**src/rtl/shift_pkg.sv**
```systemverilog
// shift_pkg: constants and types shared by the shift engine and the main
// control FSM that launches it.
//   DEF_WIDTH / DEF_AMT_W : default data and shift-amount widths
//   OP_SLL / OP_SRL / OP_SRA : sh_op encodings
//   state_t : shift engine FSM state encoding
package shift_pkg;

  localparam int DEF_WIDTH = 32;
  localparam int DEF_AMT_W = 5;

  localparam logic [2:0] OP_SLL = 3'b010;
  localparam logic [2:0] OP_SRL = 3'b011;
  localparam logic [2:0] OP_SRA = 3'b100;

  typedef enum logic [1:0] {
    ST_IDLE  = 2'd0,
    ST_SHIFT = 2'd1,
    ST_DONE  = 2'd2
  } state_t;

  function automatic logic op_legal(input logic [2:0] op);
    return (op == OP_SLL) || (op == OP_SRL) || (op == OP_SRA);
  endfunction

endpackage

```
**src/rtl/shift_step.sv**
```systemverilog
// shift_step: combinational single-bit shifter.
//   acc      in  WIDTH  current working value
//   op       in  3      sh_op encoding (OP_SLL / OP_SRL / OP_SRA)
//   acc_next out WIDTH  value after one shift step (acc unchanged for other ops)
module shift_step
  import shift_pkg::*;
#(
  parameter int WIDTH = DEF_WIDTH
) (
  input  logic [WIDTH-1:0] acc,
  input  logic [2:0]       op,
  output logic [WIDTH-1:0] acc_next
);

  always_comb begin
    acc_next = acc;
    case (op)
      OP_SLL:  acc_next = {acc[WIDTH-2:0], 1'b0};
      OP_SRL:  acc_next = {1'b0, acc[WIDTH-1:1]};
      OP_SRA:  acc_next = {acc[WIDTH-1], acc[WIDTH-1:1]};
      default: acc_next = acc;
    endcase
  end

endmodule

```
**src/rtl/shift_sequencer.sv**
```systemverilog
// shift_sequencer: multi-cycle shifter, one bit per clock.
//   clk      in  1      system clock, rising edge
//   reset_n  in  1      asynchronous active-low reset
//   start    in  1      request, sampled only in IDLE
//   sh_op    in  3      SLL / SRL / SRA encoding
//   amt_src  in  1      0 = shamt, 1 = rs_amt
//   shamt    in  AMT_W  immediate shift amount
//   rs_amt   in  AMT_W  register shift amount
//   data_in  in  WIDTH  operand
//   busy     out 1      high in SHIFT and DONE
//   done     out 1      one-cycle completion pulse
//   err      out 1      illegal sh_op, coincident with done
//   result   out WIDTH  shifted value, held until the next accept
//
// state    | meaning
// ST_IDLE  | waiting for start; result holds the last value
// ST_SHIFT | one shift step per clock, cnt counts down to 0
// ST_DONE  | done (and err if flagged) for one cycle, then IDLE
module shift_sequencer
  import shift_pkg::*;
#(
  parameter int WIDTH = DEF_WIDTH,
  parameter int AMT_W = DEF_AMT_W
) (
  input  logic             clk,
  input  logic             reset_n,
  input  logic             start,
  input  logic [2:0]       sh_op,
  input  logic             amt_src,
  input  logic [AMT_W-1:0] shamt,
  input  logic [AMT_W-1:0] rs_amt,
  input  logic [WIDTH-1:0] data_in,
  output logic             busy,
  output logic             done,
  output logic             err,
  output logic [WIDTH-1:0] result
);

  state_t           state, state_next;
  logic [2:0]       op;
  logic [AMT_W-1:0] cnt;
  logic [AMT_W-1:0] amt_sel;
  logic [WIDTH-1:0] acc;
  logic [WIDTH-1:0] acc_step;
  logic             err_flag;
  logic             accept;

  assign amt_sel = amt_src ? rs_amt : shamt;
  assign accept  = (state == ST_IDLE) && start;

  shift_step #(.WIDTH(WIDTH)) u_step (
    .acc      (acc),
    .op       (op),
    .acc_next (acc_step)
  );

  always_ff @(posedge clk or negedge reset_n) begin
    if (!reset_n) state <= ST_IDLE;
    else          state <= state_next;
  end

  always_comb begin
    state_next = state;
    case (state)
      ST_IDLE: begin
        if (start) begin
          // illegal ops and zero amounts skip SHIFT entirely
          if (!op_legal(sh_op) || (amt_sel == '0)) state_next = ST_DONE;
          else                                     state_next = ST_SHIFT;
        end
      end
      ST_SHIFT: begin
        if (cnt == AMT_W'(1)) state_next = ST_DONE;
      end
      ST_DONE:  state_next = ST_IDLE;
      default:  state_next = ST_IDLE;
    endcase
  end

  always_ff @(posedge clk or negedge reset_n) begin
    if (!reset_n) begin
      op       <= '0;
      cnt      <= '0;
      acc      <= '0;
      err_flag <= 1'b0;
    end else if (accept) begin
      op       <= sh_op;
      cnt      <= amt_sel;
      err_flag <= !op_legal(sh_op);
      acc      <= op_legal(sh_op) ? data_in : '0;
    end else if (state == ST_SHIFT) begin
      acc <= acc_step;
      cnt <= cnt - AMT_W'(1);
    end
  end

  assign busy   = (state != ST_IDLE);
  assign done   = (state == ST_DONE);
  assign err    = (state == ST_DONE) && err_flag;
  assign result = acc;

endmodule

```
**config.mk**
```make
export PLATFORM = sky130hd
export DESIGN_NAME = shift_sequencer
export DESIGN_NICKNAME = d
export VERILOG_FILES = /design/src/rtl/shift_pkg.sv /design/src/rtl/shift_step.sv /design/src/rtl/shift_sequencer.sv
export SDC_FILE = /design/constraint.sdc
export NUM_CORES = 1
export LEC_CHECK = 0
export ABC_AREA = 1
export BUFFER_PORTS_ARGS = -buffer_cell sky130_fd_sc_hd__buf_4
export CORE_MARGIN = 2
export CORE_UTILIZATION = 35
export CTS_BUF_LIST = sky130_fd_sc_hd__clkbuf_8
export DETAILED_ROUTE_END_ITERATION = 16
export PLACE_DENSITY = 0.63
export SYNTH_ARGS = -nofsm -noshare
export SYNTH_HDL_FRONTEND = slang
export SYNTH_SLANG_ARGS = --single-unit
```
**constraint.sdc**
```tcl
create_clock -name clk -period 1.2 [get_ports clk]
set_input_delay 0.36 -clock clk [delete_from_list [all_inputs] [get_ports clk]]
set_output_delay 0.36 -clock clk [all_outputs]
set_load 0.005 [all_outputs]
```
==> flow_summary.toml <==
[status]
run_status = "complete, but fails checks"
violations = "setup timing"

[sta]
rsz0062_at_grt = "true"
finalSetupViolCount = 51
skew_ps = 8.21
slew_viol_final = 0
slew_headroom_pct = 77.2
tns_ps = -7350
fin_ws_ps = -295
period_needed_ps = 1500
whs_ps = 7.52
fmax_mhz = 669
worstMarginPinSlew_ps = 338
hold_viol = 0
fin_crit_sh_pct = 125

[die]
die_x_microns = 93.9
dieArea_sq_um = 8820
core_area_sq_um = 7770
rows = 32
ioPinCount = 84
die_y_microns = 93.9
start_util_pct = 36.4

[synth]
yosysSeqAreaShare_pct = 38.0
postSynthAreaPerCell_sq_um = 6.42
ys_warn_count = 0
synth.distinct_cells = 26
synth_seq_cells = 43
synth_flop_cell = "dfrtp_1"
synth_nets = 492
synth.most_common_cell = "nand2_1"
yosys-top-cells-area = "dfrtp_1 38%, nand2_1 21%, nor2_1 11%"
synth.cells.most_frequent = "161 x nand2_1, 82 x nor2_1, 59 x nand3_1"
synth-edff-count = 0
synth_top_area_share_pct = 38.0
syn_area_sq_um = 2830
synthCells = 441
synth_top_area_cell = "dfrtp_1"
async_flop_share_pct = 100

[flow_run]
maxCapViolCount = 0

[pwr]
finalPower_mw = 12.6
leakage_nw = 2.51
p_per_area_nw_per_um2 = 2690
ir_drop_mv = 1.09

[drt]
viasPerCell = 4.74
drcViolationCount = 0
firstDrtPassIters = 4
routed_wl_microns = 8970
drtIter0Drc = 140
ant_nets = 0
num_vias = 3279
wl_per_cell_microns = 13.0

[setup_path]
crit_path_max_fanout = 3
worstSetupPathType = "flop to output port"
arrival_ps = 1140
cp-end-kind = "output port"
startpoint_type = "flop"
worst_ep_required_time_ps = 840

[cells_and_area]
layout-drive-gt1-share_pct = 35.8
fin_area_sq_um = 4710
nets = 641
syn_to_final_growth_pct = 66.3
diodes = 0

[global_routing]
grt_antenna_before_repair = 0
grt_pass1_wl_microns = 13700
grt_pass1_vias = 2992
grt.total_usage_pct = 19.5
global_route.overflow_total = 0
grt_start_max_net_pins = 44

[clock_tree]
postCtsHoldBufs = 0
clock_latency_ps = 300
clockRootBuffer = "clkbuf_8"
cts_buffers = 5
cts_max_path_buffers = 2
cts_tree = "done"
clk_pin_slew_worst_paths_ps = 80
htreeDepth = 2
cts.sinks = 43

[placement]
place.gp.congestion = 0.792
portBuffers = 83
dp_hpwl_microns = 5690
dpl_cell_area_sq_um = 3810

[hold_path]
hold_class = "primary input to asynchronous set/reset pin"
-- power by group --
part           switching, mW  internal [mW]  total [mW]
sequential             0.602           2.15        2.76
combinational           4.16           4.63        8.79
clock                  0.496          0.602        1.10
total                   5.26           7.39        12.6
-- sequential cells by signal, summed over array words and instances, names as in the netlist --
signal / count
err_flag: 1
state: 2
cnt: 5
op: 3
result: 32
-- cells in the final DEF, fill, tap and decap left out, types with 4 or more instances in the layout --
cell type  instances
nand2_1          154
buf_4            104
nor2_1            77
nand3_1           55
buf_6             46
dfrtp_1           38
inv_1             31
nand3b_1          12
buf_12             9
nor2_4             5
nand2_2            5
clkbuf_8           5
dfrtp_2            5
inv_2              4
nand2_4            4
-- through the flow --
step / cells / util (%) / setup WS (ps)
3_5_place_dp: 637 / 49.1 / -208
3_3_place_gp: 637 / 49.1 / -198
6_report: 692 / 60.6 / -295
5_1_grt: 692 / 60.6 / -347
2_1_floorplan: 441 / - / -121
4_1_cts: 680 / 55.7 / -291
-- area by class of cell --
cell class / count / area, sq um
Timing Repair Buffer: 164 / 1600
Inverter: 35 / 139
Tap cell: 102 / 128
Clock buffer: 5 / 68.8
Sequential cell: 43 / 1080
Multi-Input combinational cell: 341 / 1660
Fill cell: 728 / 3060
Clock inverter: 2 / 33.8
-- routing by layer --
layer  track usage (%)  routed length (microns)  vias to the layer above
met5                 0                        0                        -
met1              25.0                     3870                     1495
li1                  -                        -                     1666
met2              33.7                     4420                      105
met3              3.53                      496                       13
met4              5.43                      182                        0
-- repair_timing --
item / in CTS / in global routing
cloned: 1 / 4
setup buffers: 35 / 8
resized for setup: 37 / 62
pin swaps: 4 / 4
endpoints found under the setup margin: 76 / 78
-- cells by family after synthesis --
group,count (synthesis),synth area share [%]
adders and majority gates,2,0.884
DFF,43,38.0
buffers and inverters,57,9.15
and+or+nand+nor,322,47.7
AOI/OAI and AO/OA,15,3.67
xor gates and xnor gates,2,0.619
-- worst paths after layout --
kind	startpoint	to	slack (ps)	cells past startpoint
min in group clk	data_in[31]	result[31]	300	3
min	reset_n	result[27]	8	2
max reg2reg	state[0]	result[12]	-260	9
max	state[0]	err	-300	3
min reg2reg	cnt[1]	cnt[1]	550	2
max in group asynchronous	reset_n	op[0]	960	2
-- critical path: stages (launching register included) --
cell     delay, ps
dfrtp_1        420
buf_6          130
nor3_2         160
buf_4          130
(Power assumes the default switching activity.)
